## src/rtl/serial_pattern_pkg.sv

```systemverilog
// serial_pattern_pkg: shared types, default parameters and bit-index helpers for
// serial_pattern_gen.
//   state_e            FSM encoding (IDLE=00, RUN=01, DONE=10; 11 is illegal)
//   DEF_*              default parameter values
//   first_bit/last_bit index of the first/last bit emitted from a word
package serial_pattern_pkg;

    typedef enum logic [1:0] {
        S_IDLE = 2'b00,
        S_RUN  = 2'b01,
        S_DONE = 2'b10
    } state_e;

    localparam int unsigned DEF_WIDTH     = 8;
    localparam int unsigned DEF_DEPTH     = 16;
    localparam int unsigned DEF_ERR_W     = 8;
    localparam bit          DEF_MSB_FIRST = 1'b1;

    function automatic int unsigned first_bit(int unsigned width, bit msb_first);
        return msb_first ? width - 1 : 0;
    endfunction

    function automatic int unsigned last_bit(int unsigned width, bit msb_first);
        return msb_first ? 0 : width - 1;
    endfunction

endpackage

```

## src/rtl/pattern_mem.sv

```systemverilog
// pattern_mem: DEPTH x WIDTH pattern storage, synchronous write, asynchronous read.
//   clk_i    clock
//   we_i     write strobe (already gated by the parent)
//   waddr_i  write address
//   wdata_i  write data
//   raddr_i  read address
//   rdata_o  combinational read data
// Contents are not reset.
module pattern_mem #(
    parameter int unsigned WIDTH  = 8,
    parameter int unsigned DEPTH  = 16,
    parameter int unsigned ADDR_W = $clog2(DEPTH)
) (
    input  logic              clk_i,
    input  logic              we_i,
    input  logic [ADDR_W-1:0] waddr_i,
    input  logic [WIDTH-1:0]  wdata_i,
    input  logic [ADDR_W-1:0] raddr_i,
    output logic [WIDTH-1:0]  rdata_o
);

    logic [WIDTH-1:0] mem_q [DEPTH];

    always_ff @(posedge clk_i) begin
        if (we_i) begin
            mem_q[waddr_i] <= wdata_i;
        end
    end

    assign rdata_o = mem_q[raddr_i];

endmodule

```

## src/rtl/serial_pattern_gen.sv

```systemverilog
// serial_pattern_gen: streams NWORDS pattern words bit-serially on G and compares each
// bit against X, counting mismatches (saturating) and giving a match verdict Z.
//   CLK, CLR                      clock, synchronous active-high reset
//   START, NWORDS                 begin a run of NWORDS words (0 = DEPTH), IDLE only
//   LOAD_EN, LOAD_ADDR, LOAD_DATA pattern memory write port (ignored while running)
//   X                             serial bit compared against G
//   G, G_VALID, BUSY              serial pattern bit, valid/busy during RUN
//   DONE                          one-cycle pulse after the final bit
//   Z, ERR_CNT                    last-run verdict and mismatch count
module serial_pattern_gen
    import serial_pattern_pkg::*;
#(
    parameter int unsigned WIDTH     = DEF_WIDTH,
    parameter int unsigned DEPTH     = DEF_DEPTH,
    parameter int unsigned ADDR_W    = $clog2(DEPTH),
    parameter int unsigned BIT_W     = $clog2(WIDTH),
    parameter int unsigned ERR_W     = DEF_ERR_W,
    parameter bit          MSB_FIRST = DEF_MSB_FIRST
) (
    input  logic              CLK,
    input  logic              CLR,
    input  logic              START,
    input  logic [ADDR_W-1:0] NWORDS,
    input  logic              LOAD_EN,
    input  logic [ADDR_W-1:0] LOAD_ADDR,
    input  logic [WIDTH-1:0]  LOAD_DATA,
    input  logic              X,
    output logic              G,
    output logic              G_VALID,
    output logic              BUSY,
    output logic              DONE,
    output logic              Z,
    output logic [ERR_W-1:0]  ERR_CNT
);

    // One extra bit so a full-depth run (DEPTH words) is representable.
    localparam int unsigned CNT_W = ADDR_W + 1;
    localparam logic [BIT_W-1:0] FIRST_BIT = BIT_W'(first_bit(WIDTH, MSB_FIRST));
    localparam logic [BIT_W-1:0] LAST_BIT  = BIT_W'(last_bit(WIDTH, MSB_FIRST));

    state_e            state_q, state_d;
    logic [ADDR_W-1:0] word_ptr_q, word_ptr_d;
    logic [BIT_W-1:0]  bit_ptr_q, bit_ptr_d;
    logic [CNT_W-1:0]  words_left_q, words_left_d;
    logic [ERR_W-1:0]  err_q, err_d;
    logic              z_q, z_d;

    logic [WIDTH-1:0]  rdata;
    logic              mem_we;
    logic              mismatch;

    assign mem_we = LOAD_EN && ((state_q == S_IDLE) || (state_q == S_DONE));

    pattern_mem #(
        .WIDTH  (WIDTH),
        .DEPTH  (DEPTH),
        .ADDR_W (ADDR_W)
    ) u_mem (
        .clk_i   (CLK),
        .we_i    (mem_we),
        .waddr_i (LOAD_ADDR),
        .wdata_i (LOAD_DATA),
        .raddr_i (word_ptr_q),
        .rdata_o (rdata)
    );

    assign G        = rdata[bit_ptr_q];
    assign mismatch = X ^ G;

    always_comb begin
        state_d      = state_q;
        word_ptr_d   = word_ptr_q;
        bit_ptr_d    = bit_ptr_q;
        words_left_d = words_left_q;
        err_d        = err_q;
        z_d          = z_q;

        case (state_q)
            S_IDLE: begin
                if (START) begin
                    state_d      = S_RUN;
                    // NWORDS == 0 sets the top bit alone, i.e. DEPTH words.
                    words_left_d = {NWORDS == '0, NWORDS};
                    word_ptr_d   = '0;
                    bit_ptr_d    = FIRST_BIT;
                    err_d        = '0;
                    z_d          = 1'b0;
                end
            end
            S_RUN: begin
                if (mismatch && (err_q != '1)) begin
                    err_d = err_q + ERR_W'(1);
                end
                if (bit_ptr_q == LAST_BIT) begin
                    bit_ptr_d    = FIRST_BIT;
                    word_ptr_d   = word_ptr_q + ADDR_W'(1);
                    words_left_d = words_left_q - CNT_W'(1);
                    if (words_left_q == CNT_W'(1)) begin
                        state_d = S_DONE;
                        z_d     = (err_d == '0);
                    end
                end else if (MSB_FIRST) begin
                    bit_ptr_d = bit_ptr_q - BIT_W'(1);
                end else begin
                    bit_ptr_d = bit_ptr_q + BIT_W'(1);
                end
            end
            S_DONE: begin
                state_d = S_IDLE;
            end
            default: begin
                state_d = S_IDLE;
            end
        endcase
    end

    always_ff @(posedge CLK) begin
        if (CLR) begin
            state_q      <= S_IDLE;
            word_ptr_q   <= '0;
            bit_ptr_q    <= FIRST_BIT;
            words_left_q <= '0;
            err_q        <= '0;
            z_q          <= 1'b0;
        end else begin
            state_q      <= state_d;
            word_ptr_q   <= word_ptr_d;
            bit_ptr_q    <= bit_ptr_d;
            words_left_q <= words_left_d;
            err_q        <= err_d;
            z_q          <= z_d;
        end
    end

    assign G_VALID = (state_q == S_RUN);
    assign BUSY    = (state_q == S_RUN);
    assign DONE    = (state_q == S_DONE);
    assign Z       = z_q;
    assign ERR_CNT = err_q;

endmodule

```

## config.mk

```make
export PLATFORM = sky130hd
export DESIGN_NAME = serial_pattern_gen
export DESIGN_NICKNAME = d
export VERILOG_FILES = /design/src/rtl/serial_pattern_pkg.sv /design/src/rtl/pattern_mem.sv /design/src/rtl/serial_pattern_gen.sv
export SDC_FILE = /design/constraint.sdc
export NUM_CORES = 1
export LEC_CHECK = 0
export ABC_CLOCK_PERIOD_IN_PS = 3500
export CAP_MARGIN = 15
export CELL_PAD_IN_SITES_DETAIL_PLACEMENT = 0
export CELL_PAD_IN_SITES_GLOBAL_PLACEMENT = 1
export CORE_MARGIN = 2
export CORE_UTILIZATION = 53
export CTS_BUF_LIST = sky130_fd_sc_hd__clkbuf_8
export DETAILED_ROUTE_END_ITERATION = 10
export GPL_TIMING_DRIVEN = 1
export PLACE_DENSITY = 0.94
export REMOVE_ABC_BUFFERS = 1
export SLEW_MARGIN = 20
export SYNTH_ARGS = -nofsm -noshare
export SYNTH_HDL_FRONTEND = slang
export SYNTH_SLANG_ARGS = --single-unit
export TNS_END_PERCENT = 50
```

## constraint.sdc

```tcl
create_clock -name CLK -period 3.5 [get_ports CLK]
set_input_delay 0.525 -clock CLK [delete_from_list [all_inputs] [get_ports CLK]]
set_output_delay 0.525 -clock CLK [all_outputs]
set_load 0.01 [all_outputs]
```

==> qor.yml, run 1 <==
status: "finished clean"
dp_hpwl_um: 8700
portBuffers: 33
critPathBufInv: 2
layout-drive-gt1-share_pct: 17.1
path_max_fanout: 7
ys_async_sr_fraction_pct: 0
fillers: 885
min_period_ps: 3360
fp.dieW_um: 116
postRouteAntennaNets: 0
initial_core_util_pct: 54.7
syn2layout_area_growth_pct: 16.1
placed_cell_area_um2: 7180
via_per_inst: 5.95
drtIter0Drc: 508
path_delay_family: "multiplexers"
antennaDiodeCount: 0
antenna_found_initial: 0
routed_wl_um: 13500
synth_seq_cells: 155
gp_congestion: 0.825
syn-cell-area_um2: 6620
synth_seq_area_share_pct: 66.2
critPathMaxStageDelay_ps: 540
clk_pin_slew_worst_paths_ps: 80
hp-class: "reg2reg"
worst-slew-pin-transition_ps: 899
setup-violations-final: 0
coreArea_um2: 12100
grt_pass1_vias: 3839
rsz0062_at_grt: "false"
synth-edff-count: 128
grt_pass1_wl_um: 21000
cts_made_buffers: 17
cts_sinks: 155
grt_use_total_pct: 21.6
routedWlPerCell_um: 20.4
power_density_nw_per_um2: 481
cts_tree: "done"
cp.arrival_ps: 2840
fin_crit_sh_pct: 96.1
fmax_mhz: 297
tns_ps: 0
synth_cell_types: 52
clockBufferDepth: 2
insertion_delay_ps: 450
die_h_um: 116
drv_cap: 0
p_leak_nw: 2.45
drc: 0
clock-root-buffer: "clkbuf_8"
die_area_um2: 13400
worst_path_max_delay_cell: "mux4_1"
grt_max_degree: 31
vias: 3950
setup.worst_path.class: "reg2out"
h-tree-depth: 4
final.setup_skew_ps: 6.22
synth_flop_cell: "edfxtp_1"
vdd_drop_max_uv: 303
rows: 40
endpoint_kind: "primary output"
grt-ovfl-total: 0
start_kind: "register"
postLayoutCellArea_um2: 7690
layout.nets: 512
p_total_w: 0.00370
yosysWarnings: 0
crit_chain: "buf_12 -> mux4_1 -> mux2i_1 -> a211oi_1 -> nand4_1 -> nand3_1 -> clkdlybuf4s50_1"
hold_viol: 0
dr.pass1.iters: 8
max-slew-margin-rel_pct: 39.9
hp-start: "words_left_q[1]"
io-pin-count: 34
required_ps: 2970
syn_inst: 434
cts-hold-fix-buffers: 0
holdWs_ps: 499
avgSynthCellArea_um2: 15.3
drv_slew: 0
power by group:
group / internal [W] / switching (W)
Sequential: 0.00201 / 0.0000158
Clock: 0.000849 / 0.000653
Combinational: 0.0000656 / 0.000103
cell usage in the layout (no fill, tap or decap), drive strengths merged, types with 2 or more instances in the layout:
| cell | instances |
|---|---|
| a211oi | 6 |
| a21oi | 8 |
| a22oi | 5 |
| a31oi | 10 |
| a32oi | 2 |
| buf | 22 |
| bufinv | 5 |
| clkbuf | 17 |
| clkdlybuf4s50 | 33 |
| clkinv | 5 |
| dfxtp | 27 |
| edfxtp | 128 |
| ha | 6 |
| inv | 11 |
| mux2 | 2 |
| mux2i | 7 |
| mux4 | 31 |
| nand2 | 31 |
| nand2b | 5 |
| nand3 | 14 |
| nand3b | 7 |
| nand4 | 6 |
| nor2 | 41 |
| nor2b | 5 |
| nor3 | 12 |
| nor3b | 2 |
| nor4 | 4 |
| o211ai | 6 |
| o21ai | 8 |
| o22ai | 6 |
| or3 | 2 |
| or3b | 3 |
| or4 | 4 |
| xor2 | 3 |
path summary, 6_finish.rpt:
| kind | endpoint | slack, ps | cells after the start |
|---|---|---|---|
| worst max-delay path | G | 140 | 7 |
| worst min-delay path | words_left_q[1] | 500 | 2 |
| worst max register to register | ERR_CNT[4] | 560 | 10 |
| worst min register to register | words_left_q[1] | 500 | 2 |
worst min-delay path, cell delays in order (launching register included):
cell,delay (ps)
dfxtp_1,340
nand2_1,60
a21oi_1,60
routing by layer:
| metal | vias up | GRT usage [%] | share of wire [%] |
|---|---|---|---|
| li1 | 1826 | - | - |
| met1 | 1935 | 28.6 | 42 |
| met2 | 168 | 35.2 | 50 |
| met3 | 21 | 5.13 | 6.9 |
| met4 | 0 | 7.78 | 2.0 |
| met5 | - | 0 | 0 |
synth_stat cells, types with 8 or more instances:
| cell type | number | area, um^2 |
|---|---|---|
| nand3_1 | 14 | 70.1 |
| mux4_2 | 20 | 450 |
| inv_1 | 8 | 30.0 |
| clkbuf_1 | 12 | 45.0 |
| nor3_1 | 12 | 60.1 |
| edfxtp_1 | 128 | 3840 |
| o21ai_0 | 8 | 40.0 |
| nor2_1 | 41 | 154 |
| dfxtp_1 | 27 | 541 |
| a31oi_1 | 9 | 56.3 |
| nand2_1 | 31 | 116 |
| a21oi_1 | 8 | 40.0 |
| mux4_1 | 11 | 289 |
flip-flops by register name (all words and copies together) (netlist names), named ones only:
register and count:
ERR_CNT 8, Z 1, bit_ptr_q 3, state_q 2, u_mem.mem_q 128, word_ptr_q 4
words_left_q 5
through the flow:
stage | util, % | setup WS (ps) | std cells
finish | 63.5 | 138 | 664
global route | 63.5 | 21.2 | 664
floorplan | - | 106 | 411
detailed placement | 59.3 | 247 | 630
CTS | 63.4 | 55.5 | 663
global placement | 59.3 | 354 | 630
cells by family (layout without fill, tap and decap cells):
group                      Yosys count  count (layout)  share of synthesized area (%)
AOI/OAI and AO/OA                   56              56                           5.95
xor gates and xnor gates             3               3                          0.397
adders and majority gates            6               6                           1.13
buffers and inverters               31              93                           2.66
DFF                                155             155                           66.2
muxes                               40              40                           12.6
and+or+nand+nor                    143             143                           11.1
area by class of cell:
type	instances	area (um^2)	area share, %
multi-input combinational	248	2060	26.9
timing repair buffer	55	546	7.10
clock buffer	17	234	3.04
sequential	155	4390	57.1
clock inverter	13	215	2.80
inverter	8	30.0	0.391
tap	168	210	2.73
what timing repair did:
| item | CTS | global route |
|---|---|---|
| setup buffers | 3 | 1 |
| resized for setup | 1 | 2 |
| endpoints found under the setup margin | 1 | 1 |
| cloned | 0 | 0 |
| pin swaps | 0 | 1 |
No activity file was read; power rests on OpenSTA's default activity.
==> run 2: changes to the inputs <==
--- a/config.mk
+++ b/config.mk
@@ -5,12 +5,13 @@
 export SDC_FILE = /design/constraint.sdc
 export NUM_CORES = 1
 export LEC_CHECK = 0
+export ABC_AREA = 1
 export ABC_CLOCK_PERIOD_IN_PS = 3500
 export CAP_MARGIN = 15
 export CELL_PAD_IN_SITES_DETAIL_PLACEMENT = 0
 export CELL_PAD_IN_SITES_GLOBAL_PLACEMENT = 1
 export CORE_MARGIN = 2
-export CORE_UTILIZATION = 53
+export CORE_UTILIZATION = 49
 export CTS_BUF_LIST = sky130_fd_sc_hd__clkbuf_8
 export DETAILED_ROUTE_END_ITERATION = 10
 export GPL_TIMING_DRIVEN = 1
@@ -19,5 +20,6 @@
 export SLEW_MARGIN = 20
 export SYNTH_ARGS = -nofsm -noshare
 export SYNTH_HDL_FRONTEND = slang
+export SYNTH_HIERARCHICAL = 1
 export SYNTH_SLANG_ARGS = --single-unit
 export TNS_END_PERCENT = 50
==> qor.yml, run 2 <==
status: "finished clean"  # unchanged
postRouteAntennaNets: 0  # unchanged
synth-edff-count: 128  # unchanged
layout.nets: 820  # was 512
portBuffers: 33  # unchanged
insertion_delay_ps: 460  # was 450 ps
seq_area_um2: 4310  # was 4390 um^2
synth_area_leader_cell: "edfxtp_1"  # unchanged
cts_made_buffers: 17  # unchanged
ys_async_sr_fraction_pct: 0  # unchanged
post_cts_resized: 0  # was 1
via_per_inst: 5.23  # was 5.95
start_kind: "register"  # unchanged
power_density_nw_per_um2: 503  # was 481 nW/um^2
cp.arrival_ps: 2780  # was 2840 ps
endpoint_kind: "primary output"  # unchanged
clockBufferDepth: 2  # unchanged
setup.worst_path.class: "reg2out"  # unchanged
synth_seq_area_share_pct: 59.8  # was 66.2%
syn-cell-area_um2: 7200  # was 6620 um^2
coreArea_um2: 14400  # was 12,100 um^2
die_area_um2: 15700  # was 13,400 um^2
largest-register: "u_mem/mem_q"  # was u_mem.mem_q
syn2layout_area_growth_pct: 13.3  # was 16.1%
clock-root-buffer: "clkbuf_8"  # unchanged
cts_sinks: 151  # was 155
fillers: 1247  # was 885
fmax_mhz: 303  # was 297 MHz
vias: 5177  # was 3,950
yosysWarnings: 6  # was 0
layout-drive-gt1-share_pct: 9.31  # was 17.1%
vdd_drop_max_uv: 288  # was 303 uV
setup-violations-final: 0  # unchanged
h-tree-depth: 4  # unchanged
postLayoutCellArea_um2: 8150  # was 7690 um^2
largest_reg_flops: 128  # unchanged
gp_congestion: 0.830  # was 0.825
synth_flop_cell: "edfxtp_1"  # unchanged
grt_pass1_vias: 4824  # was 3,839
drc: 0  # unchanged
worst-slew-pin-transition_ps: 991  # was 899 ps
final.setup_skew_ps: 16.6  # was 6.22 ps
grt-ovfl-total: 0  # unchanged
dr.pass1.iters: 5  # was 8
synth_cell_types: 39  # was 52
final_cell_mix: "nand2_1 (221), inv_1 (132), edfxtp_1 (128)"  # was edfxtp_1 (128), nor2_1 (41), clkdlybuf4s50_1 (33)
hold_viol: 0  # unchanged
cts_tree: "done"  # unchanged
synth_area_leaders: "edfxtp_1 (53%), nand2_1 (12%), nand3_1 (8.3%)"  # was edfxtp_1 (58%), dfxtp_1 (8.2%), mux4_2 (6.8%)
final_common_cell: "nand2_1"  # was edfxtp_1
p_leak_nw: 3.49  # was 2.45 nW
drv_cap: 0  # unchanged
routedWlPerCell_um: 16.1  # was 20.4 um
rows: 44  # was 40
routed_wl_um: 16000  # was 13,500 um
initial_core_util_pct: 49.9  # was 54.7%
io-pin-count: 34  # unchanged
drtIter0Drc: 463  # was 508
rsz0062_at_grt: "false"  # unchanged
drv_slew: 0  # unchanged
synth_seq_cells: 151  # was 155
cts-hold-fix-buffers: 0  # unchanged
path_max_fanout: 48  # was 7
synth_top_area_share_pct: 53.4  # was 58.0%
antenna_found_initial: 0  # unchanged
yosysMostFrequentCell: "nand2_1"  # was edfxtp_1
synth_common_cells: "nand2_1 (221), inv_1 (130), edfxtp_1 (128), nand3_1 (119), nor2_1 (28)"  # was edfxtp_1 (128), nor2_1 (41), nand2_1 (31), dfxtp_1 (27), mux4_2 (20)
die_h_um: 125  # was 116 um
antennaDiodeCount: 0  # unchanged
grt_max_degree: 53  # was 31
syn_inst: 760  # was 434
clk_pin_slew_worst_paths_ps: 90  # was 80 ps
max-slew-margin-rel_pct: 33.7  # was 39.9%
multi_input_area_um2: 2180  # was 2060 um^2
required_ps: 2970  # about the same
grt_pass1_wl_um: 25700  # was 21,000 um
hp-class: "reg2reg"  # unchanged
dp_hpwl_um: 10300  # was 8700 um
cts_setup_buffers: 0  # was 3
fin_crit_sh_pct: 94.4  # was 96.1%
grt_use_total_pct: 21.3  # was 21.6%
fp.dieW_um: 125  # was 116 um
avgSynthCellArea_um2: 9.47  # was 15.3 um^2
min_period_ps: 3300  # was 3360 ps
post-route-util_pct: 56.5  # was 63.5%
placed_cell_area_um2: 7650  # was 7180 um^2
-- run 2: cell types whose count changed after synthesis, sizes merged, moves of 6 or more --
cell    previous run  this run
nand2             31       231
inv                8       137
nand3             14       131
mux4              31         0
buf               11        26
nor3              12         1
clkbuf            12         2
nor2              41        31
a31oi             10         1
mux2i              7         0
a211oi             6         0
o32ai              0         6
-- run 2: worst paths after layout --
| check | from | endpoint | slack (ps) | cells after the start |
|---|---|---|---|---|
| max | word_ptr_q[0] | G | 200 | 15 |
| min | Z | Z | 490 | 2 |
| max reg2reg | word_ptr_q[0] | Z | 970 | 20 |
| min reg2reg | Z | Z | 490 | 2 |
-- run 2: cell type report --
cell class                 instances  area share [%]
clock buffer                      17            2.87
sequential                       151            52.8
timing repair buffer              42            5.08
multi-input combinational        440            26.7
inverter                         141            6.55
clock inverter                    15            3.16
tap                              184            2.82
-- run 2: logic make-up (layout without fill, tap and decap cells) --
| kind of cell | Yosys count | after routing | synth area share, % |
|---|---|---|---|
| flip-flops | 151 | 151 | 59.8 |
| XOR/XNOR | 6 | 6 | 0.730 |
| AND/OR/NAND/NOR | 401 | 401 | 25.8 |
| adder cells (fa/ha/maj) | 6 | 6 | 1.04 |
| AO/OA/AOI/OAI | 27 | 27 | 2.64 |
| buffers and inverters | 169 | 215 | 9.93 |
-- run 2: critical path: stages (launching register included) --
cell	delay (ps)
dfxtp_2	350
inv_4	170
buf_12	260
nand2_1	70
nand2_1	60
nand2_1	40
nand3_1	90
nand3_1	120
nand2_1	110
inv_1	50
nand2_1	60
nand3_2	110
nand3_4	130
nand2_4	80
inv_1	60
clkdlybuf4s50_1	520
-- run 2: power breakdown --
| part | total (W) | leakage [nW] | internal [W] | switching, W |
|---|---|---|---|---|
| sequential | 0.00201 | 1.34 | 0.00198 | 0.0000251 |
| clock | 0.00162 | 0.242 | 0.000984 | 0.000640 |
| combinational | 0.000471 | 1.90 | 0.000160 | 0.000311 |
| total | 0.00410 | 3.49 | 0.00313 | 0.000976 |
-- run 2: routing by layer --
metal	track usage (%)	routed length [um]	vias up
met4	7.78	318	0
met2	35.5	7940	186
li1	-	-	2530
met3	4.58	965	29
met1	27.6	6750	2432
met5	0	0	-
-- run 2: metrics by stage --
step                std cells  worst slack, ps  hold slack, ps  TNS [ps]  power (W)
finish                    990              195             488         0    0.00410
CTS                       990              127             494         0    0.00412
global route              990             22.6             530         0    0.00425
global placement          958              663             480         0    0.00251
floorplan                 732            -90.2             480      -199    0.00234
detailed placement        958              635             475         0    0.00251
